[config.mk]
export PLATFORM = sky130hd
export DESIGN_NAME = alu_exec
export DESIGN_NICKNAME = d
export VERILOG_FILES = /design/src/rtl/alu_pkg.sv /design/src/rtl/alu_muldiv_iter.sv /design/src/rtl/alu_exec.sv
export SDC_FILE = /design/constraint.sdc
export NUM_CORES = 1
export LEC_CHECK = 0
export CAP_MARGIN = 20
export CORE_UTILIZATION = 25
export DETAILED_ROUTE_END_ITERATION = 12
export GPL_ROUTABILITY_DRIVEN = 0
export GPL_TIMING_DRIVEN = 0
export PLACE_DENSITY = 0.36
export SLEW_MARGIN = 20
export SYNTH_ARGS = -nofsm -noshare
export SYNTH_HDL_FRONTEND = slang
export SYNTH_SLANG_ARGS = --single-unit
[constraint.sdc]
create_clock -name clk -period 6.6 [get_ports clk]
set_input_delay 0.99 -clock clk [delete_from_list [all_inputs] [get_ports clk]]
set_output_delay 0.99 -clock clk [all_outputs]
set_load 0.02 [all_outputs]
[src/rtl/alu_pkg.sv]
`default_nettype none
//============================================================================
// Module      : alu_pkg
// Description : Shared definitions for the ALU execution unit: operation
//               codes, FSM state encoding and the default datapath width.
// Revision    : 1.0 - initial release
//============================================================================
package alu_pkg;

    localparam int c_default_width = 32;

    localparam logic [3:0] c_op_and = 4'b0000;
    localparam logic [3:0] c_op_or  = 4'b0001;
    localparam logic [3:0] c_op_add = 4'b0010;
    localparam logic [3:0] c_op_sub = 4'b0110;
    localparam logic [3:0] c_op_slt = 4'b0111;
    localparam logic [3:0] c_op_nor = 4'b1100;
    localparam logic [3:0] c_op_mul = 4'b0100;
    localparam logic [3:0] c_op_div = 4'b0101;

    typedef enum logic [1:0] {
        ST_IDLE = 2'd0,
        ST_RUN  = 2'd1,
        ST_DONE = 2'd2
    } alu_state_t;

endpackage : alu_pkg
`default_nettype wire

[src/rtl/alu_muldiv_iter.sv]
`default_nettype none
//============================================================================
// Module      : alu_muldiv_iter
// Description : Iterative multiply (shift-add) / divide (restoring) datapath.
//               One step per cycle while step is high; last flags the final
//               step and value presents the completed result in that cycle.
// Ports       : clk, rst_n      - clock, async active-low reset
//               load            - capture a, b, is_div and clear the counter
//               step            - perform one iteration
//               is_div          - 1 = signed divide, 0 = multiply
//               a, b            - operands (dividend/divisor for divide)
//               last            - this step is the final one
//               value           - result as it will be after this step
// Revision    : 1.0 - initial release
//============================================================================
module alu_muldiv_iter
    import alu_pkg::*;
#(
    parameter int WIDTH = c_default_width
) (
    input  logic             clk,
    input  logic             rst_n,
    input  logic             load,
    input  logic             step,
    input  logic             is_div,
    input  logic [WIDTH-1:0] a,
    input  logic [WIDTH-1:0] b,
    output logic             last,
    output logic [WIDTH-1:0] value
);

    localparam int CW = $clog2(WIDTH);

    // MUL: r_opa = multiplicand (shifts left), r_opb = multiplier (shifts right)
    // DIV: r_opa = dividend shifting out / quotient shifting in,
    //      r_opb = divisor magnitude, r_acc = partial remainder
    logic [WIDTH-1:0] r_acc;
    logic [WIDTH-1:0] r_opa;
    logic [WIDTH-1:0] r_opb;
    logic [CW-1:0]    r_cnt;
    logic             r_is_div;
    logic             r_neg;

    logic [WIDTH-1:0] w_abs_a;
    logic [WIDTH-1:0] w_abs_b;
    logic [WIDTH-1:0] w_mul_acc;
    logic [WIDTH:0]   w_rem_sh;
    logic [WIDTH:0]   w_rem_sub;
    logic             w_fits;
    logic [WIDTH-1:0] w_div_rem;
    logic [WIDTH-1:0] w_div_q;

    always_comb begin
        w_abs_a   = a[WIDTH-1] ? (~a + 1'b1) : a;
        w_abs_b   = b[WIDTH-1] ? (~b + 1'b1) : b;
        w_mul_acc = r_opb[0] ? (r_acc + r_opa) : r_acc;
        w_rem_sh  = {r_acc, r_opa[WIDTH-1]};
        w_rem_sub = w_rem_sh - {1'b0, r_opb};
        w_fits    = (w_rem_sh >= {1'b0, r_opb});
        // A fitting remainder is below the divisor, so it fits in WIDTH bits
        w_div_rem = w_fits ? w_rem_sub[WIDTH-1:0] : w_rem_sh[WIDTH-1:0];
        w_div_q   = {r_opa[WIDTH-2:0], w_fits};
    end

    always_ff @(posedge clk or negedge rst_n) begin
        if (!rst_n) begin
            r_acc    <= '0;
            r_opa    <= '0;
            r_opb    <= '0;
            r_cnt    <= '0;
            r_is_div <= 1'b0;
            r_neg    <= 1'b0;
        end else if (load) begin
            r_acc    <= '0;
            r_cnt    <= '0;
            r_is_div <= is_div;
            if (is_div) begin
                r_opa <= w_abs_a;
                r_opb <= w_abs_b;
                r_neg <= a[WIDTH-1] ^ b[WIDTH-1];
            end else begin
                r_opa <= a;
                r_opb <= b;
                r_neg <= 1'b0;
            end
        end else if (step) begin
            r_cnt <= r_cnt + CW'(1);
            if (r_is_div) begin
                r_acc <= w_div_rem;
                r_opa <= w_div_q;
            end else begin
                r_acc <= w_mul_acc;
                r_opa <= r_opa << 1;
                r_opb <= r_opb >> 1;
            end
        end
    end

    // Sign is applied to the quotient magnitude only at completion; the
    // most-negative / -1 case wraps naturally through the two's complement.
    always_comb begin
        last  = step && (r_cnt == CW'(WIDTH - 1));
        value = w_mul_acc;
        if (r_is_div) begin
            value = r_neg ? (~w_div_q + 1'b1) : w_div_q;
        end
    end

endmodule : alu_muldiv_iter
`default_nettype wire

[src/rtl/alu_exec.sv]
`default_nettype none
//============================================================================
// Module      : alu_exec
// Description : ALU execution unit. Logic/add/sub/slt/nor complete in one
//               cycle; MUL and DIV iterate for WIDTH cycles in a sub-module.
// Ports       : clk, rst_n      - clock, async active-low reset
//               start           - request, sampled only while idle
//               ALU_control     - operation code
//               A, B            - operands
//               result, zero    - registered result and (result == 0)
//               busy            - unit not idle
//               done            - one-cycle completion pulse
//               div_by_zero     - DIV with B == 0 completed
// Revision    : 1.0 - initial release
//============================================================================
module alu_exec
    import alu_pkg::*;
#(
    parameter int WIDTH = c_default_width
) (
    input  logic             clk,
    input  logic             rst_n,
    input  logic             start,
    input  logic [3:0]       ALU_control,
    input  logic [WIDTH-1:0] A,
    input  logic [WIDTH-1:0] B,
    output logic [WIDTH-1:0] result,
    output logic             zero,
    output logic             busy,
    output logic             done,
    output logic             div_by_zero
);

    alu_state_t       r_state;
    alu_state_t       w_state_next;

    logic [WIDTH-1:0] r_result;
    logic             r_zero;
    logic             r_dbz;

    logic [WIDTH-1:0] w_single_res;
    logic             w_single_dbz;
    logic             w_is_iter;
    logic             w_accept;
    logic             w_iter_load;
    logic             w_iter_step;
    logic             w_iter_last;
    logic [WIDTH-1:0] w_iter_val;

    // Single-cycle operations; a DIV by zero also completes here.
    always_comb begin
        w_single_res = '0;
        w_single_dbz = 1'b0;
        case (ALU_control)
            c_op_and: w_single_res = A & B;
            c_op_or:  w_single_res = A | B;
            c_op_add: w_single_res = A + B;
            c_op_sub: w_single_res = A - B;
            c_op_slt: w_single_res = {{(WIDTH-1){1'b0}}, ($signed(A) < $signed(B))};
            c_op_nor: w_single_res = ~(A | B);
            c_op_div: begin
                w_single_res = '1;
                w_single_dbz = 1'b1;
            end
            default:  w_single_res = '0;
        endcase
    end

    assign w_is_iter   = (ALU_control == c_op_mul) ||
                         ((ALU_control == c_op_div) && (B != '0));
    assign w_accept    = (r_state == ST_IDLE) && start;
    assign w_iter_load = w_accept && w_is_iter;
    assign w_iter_step = (r_state == ST_RUN);

    alu_muldiv_iter #(
        .WIDTH (WIDTH)
    ) u_iter (
        .clk    (clk),
        .rst_n  (rst_n),
        .load   (w_iter_load),
        .step   (w_iter_step),
        .is_div (ALU_control == c_op_div),
        .a      (A),
        .b      (B),
        .last   (w_iter_last),
        .value  (w_iter_val)
    );

    always_ff @(posedge clk or negedge rst_n) begin
        if (!rst_n) begin
            r_state <= ST_IDLE;
        end else begin
            r_state <= w_state_next;
        end
    end

    always_comb begin
        w_state_next = r_state;
        busy         = 1'b0;
        done         = 1'b0;
        case (r_state)
            ST_IDLE: begin
                if (start) begin
                    w_state_next = w_is_iter ? ST_RUN : ST_DONE;
                end
            end
            ST_RUN: begin
                busy = 1'b1;
                if (w_iter_last) begin
                    w_state_next = ST_DONE;
                end
            end
            ST_DONE: begin
                busy         = 1'b1;
                done         = 1'b1;
                w_state_next = ST_IDLE;
            end
            default: w_state_next = ST_IDLE;
        endcase
    end

    always_ff @(posedge clk or negedge rst_n) begin
        if (!rst_n) begin
            r_result <= '0;
            r_zero   <= 1'b1;
            r_dbz    <= 1'b0;
        end else if (w_accept && !w_is_iter) begin
            r_result <= w_single_res;
            r_zero   <= (w_single_res == '0);
            r_dbz    <= w_single_dbz;
        end else if (w_iter_last) begin
            r_result <= w_iter_val;
            r_zero   <= (w_iter_val == '0);
            r_dbz    <= 1'b0;
        end
    end

    assign result      = r_result;
    assign zero        = r_zero;
    assign div_by_zero = r_dbz;

endmodule : alu_exec
`default_nettype wire

==> summary.md <==
| Metric | Value |
|---|---|
| Mux cell area share after synthesis | `0.0348` |
| Max VDD drop | `0.209 mV` |
| Vias per cell | `approximately 5.6` |
| Post-synth EDFFs | `0` |
| Port bufs | `105` |
| Slew @ Worst Pin | `around 1.3 ns` |
| Final number of hold-violating endpoints | `0` |
| CP Class | `input port to flip-flop` |
| Yosys warnings | `0` |
| Root Buffer | `clkbuf_16` |
| Total routed wirelength | `99200 µm` |
| GRT Util Overall | `0.261` |
| Sink Count | `~140` |
| Ys async rst share | `1.00` |
| Tmin final | `a little over 6 ns` |
| Pleak | `slightly above 8 nW` |
| Ys flop type | `dfrtp_1` |
| Adder and majority cell fraction of the synthesized area | `0.117` |
| Clock Skew | `approximately 0.015 ns` |
| Vias | `20.6k` |
| CP arrival | `about 6.6 ns` |
| Crit path capture type | `flip-flop` |
| Clock-pin slew on the worst setup and hold paths | `roughly 0.070 ns` |
| Post-Synthesis Cells | `approximately 2.5k` |
| Simple-gate share of the synthesized area | `0.212` |
| Die area | `approximately 75000 µm²` |
| DRT iter0 DRCs | `between 2k and 2.5k` |
| Synth Cell Area | `around 19000 µm²` |
| Crit path max fanout | `10` |
| Post-route ant nets | `0` |
| Share of cells above drive strength 1 | `0.0461` |
| Part of the Yosys area used for sequential elements | `0.188` |
| Hold/Removal Path Class | `input port to async pin` |
| Synth Area in Compound Gates | `0.319` |
| Post-Synth XOR/XNOR Area | `0.0662` |
| Clock Latency Late Sink | `around 0.46 ns` |
| Setup-failing EPs final | `0` |
| Vias in the first global route | `between 20k and 25k` |
| H-tree depth | `4` |
| DRC errors left | `0` |
| Hold bufs inserted after CTS | `0` |
| GRT overflow | `0` |
| Io pins | `about 110` |
| Syn Area/Cell | `around 7.3 µm²` |
| Type of origin of the critical path | `input port` |
| CTS tree | `yes` |
| Period utilisation layout | `0.940` |
| Rows | `a little under 100` |
| CTS Buffer Depth | `2` |
| Maxcap violations | `0` |
| Hpwl dp | `82100 µm` |
| Synth Register Bits | `between 100 and 150` |
| Fin Setup TNS | `0 ns` |
| Initial antenna violation count | `0` |
| Die W | `between 200 and 300 µm` |
| Pwr per Cell Area | `~460 nW/µm²` |
| Largest family of logic cells by synthesized area | `compound AO/OA/AOI/OAI gates` |
| Syn Nets | `2785` |
| Core ar. | `between 70000 and 80000 µm²` |
| First-pass GRT wire length | `roughly 140000 µm` |
| Relative slew slack | `0.133` |
| Number of antenna diodes | `0` |
| Largest net degree at the start of global routing | `72` |
| Most frequent cells in the layout | `a21oi_1, nor2_1, nand2_1, ha_1, o21ai_0` |
| Most common cell after layout, fill and taps aside | `a21oi_1` |
| CTS buffer count | `17` |
| Fill cells | `8081` |
| Status | `completed` |
| Hold WS | `between 0.4 and 0.5 ns` |
| Die Y | `about 270 µm` |
| Final Util | `0.296` |
| RSZ-0062 raised after global routing | `false` |
| Final net count | `around 2.9k` |
| Avg WL per Cell | `about 27 µm` |
| Final Max Tran Viols | `0` |
| Yosys cell types | `88` |
| Max Clock Freq | `161 MHz` |
| DR pass1 iterations | `6` |
| Starting Density | `0.254` |
| Layout Area Growth over Synthesis | `16.7%` |
| CP required | `~7.0 ns` |
## sequential cells by signal, summed over array words and instances, names as in the netlist
register         count
r_state              2
u_iter.r_cnt         5
u_iter.r_neg         1
u_iter.r_acc        32
u_iter.r_opa        32
u_iter.r_opb        32
u_iter.r_is_div      1
result              32
zero                 1
div_by_zero          1
## final timing paths
kind / start / slack [ns] / depth (start not counted) / end
hold / removal: rst_n / 0.48 / 1 / u_iter.r_acc[5]
min in group clk: u_iter.r_opb[11] / 0.51 / 2 / u_iter.r_opb[11]
setup / recovery: B[13] / 0.40 / 16 / zero
setup reg to reg: u_iter.r_acc[28] / 0.51 / 21 / zero
hold reg to reg: u_iter.r_opb[11] / 0.51 / 2 / u_iter.r_opb[11]
max in group asynchronous: rst_n / 5.26 / 2 / zero
## synth_stat cells (18+ instances only)
cell / n / share of area
a21o_1: 33 / 0.013
clkbuf_1: 125 / 0.025
o21ai_0: 164 / 0.044
and2_1: 33 / 0.011
mux2i_1: 60 / 0.032
o31ai_1: 33 / 0.013
a31oi_1: 38 / 0.013
nor2b_1: 57 / 0.019
o22ai_1: 35 / 0.012
buf_1: 18 / 0.0036
nor2_1: 227 / 0.046
o21bai_1: 18 / 0.0073
nand2_1: 211 / 0.043
o211ai_1: 31 / 0.013
xnor2_1: 102 / 0.048
nand3_1: 45 / 0.012
inv_1: 154 / 0.031
nor3_1: 53 / 0.014
nand4_1: 22 / 0.0074
dfrtp_1: 138 / 0.19
xor2_1: 38 / 0.018
and3_1: 20 / 0.0068
a21oi_1: 317 / 0.086
nor4_1: 29 / 0.0098
or3_1: 26 / 0.0088
ha_1: 167 / 0.11
a211oi_1: 56 / 0.023
## logic make-up (layout without fill, tap and decap cells)
| kind of cell | after synthesis | after routing |
|---|---|---|
| multiplexers | 64 | 64 |
| flip-flops | 139 | 139 |
| buffers and inverters | 307 | 452 |
| AO/OA/AOI/OAI | 920 | 920 |
| AND/OR/NAND/NOR | 802 | 802 |
| XOR/XNOR | 140 | 140 |
| adder cells (fa/ha/maj) | 171 | 171 |
## what timing repair did
item,CTS,global route
pin swaps,3,1
gates resized for setup,19,4
buffers inserted,4,5
setup endpoints to repair,16,1
## metrics by stage
step	area (µm²)	total power, mW	instances	worst slack [ns]
final	21600	9.99	3647	0.399
after global routing	21600	10.6	3647	0.256
after CTS	21600	9.85	3643	0.0828
after detailed placement	20800	8.64	3609	-2.59
after global placement	20800	8.66	3607	-2.59
after floorplan	18500	6.13	2543	0.759
## routing by layer
| metal | part of all wire | routed length [µm] | GRT usage | vias to the layer above |
|---|---|---|---|---|
| met2 | 0.46 | 46100 | 0.433 | 828 |
| met1 | 0.45 | 44900 | 0.354 | 10000 |
| met5 | 0 | 0 | 0 | - |
| li1 | - | - | - | 9587 |
| met4 | 0.033 | 3310 | 0.0832 | 0 |
| met3 | 0.049 | 4890 | 0.0253 | 153 |
## where the power goes
group / switching (mW) / internal (mW) / leakage, nW
Sequential: 0.684 / 1.21 / 1.73
Combinational: 4.42 / 2.61 / 6.25
Clock: 0.445 / 0.629 / 0.307
## worst max-delay path: stages
cell	delay, ns
clkdlybuf4s50_1	0.71
inv_1	0.16
ha_1	0.30
clkbuf_1	0.43
and4_1	0.35
nand4_1	0.14
a211oi_1	0.69
o21ai_0	0.33
a2111oi_1	0.85
o31ai_1	0.23
a21oi_1	0.28
o21ai_0	0.19
a32o_1	0.36
nor4_1	0.31
nand2_1	0.10
o211ai_2	0.14
## final cells by class
type	count	area (µm²)	share of cell area
multi-input combinational	2097	14000	0.647
sequential	139	3480	0.161
clock inverter	12	160	0.00741
tap	959	1200	0.0555
timing repair buffer	117	1160	0.0538
clock buffer	20	467	0.0216
inverter	157	593	0.0274
buffer	146	568	0.0263
Power figures use the tool's default switching activity.
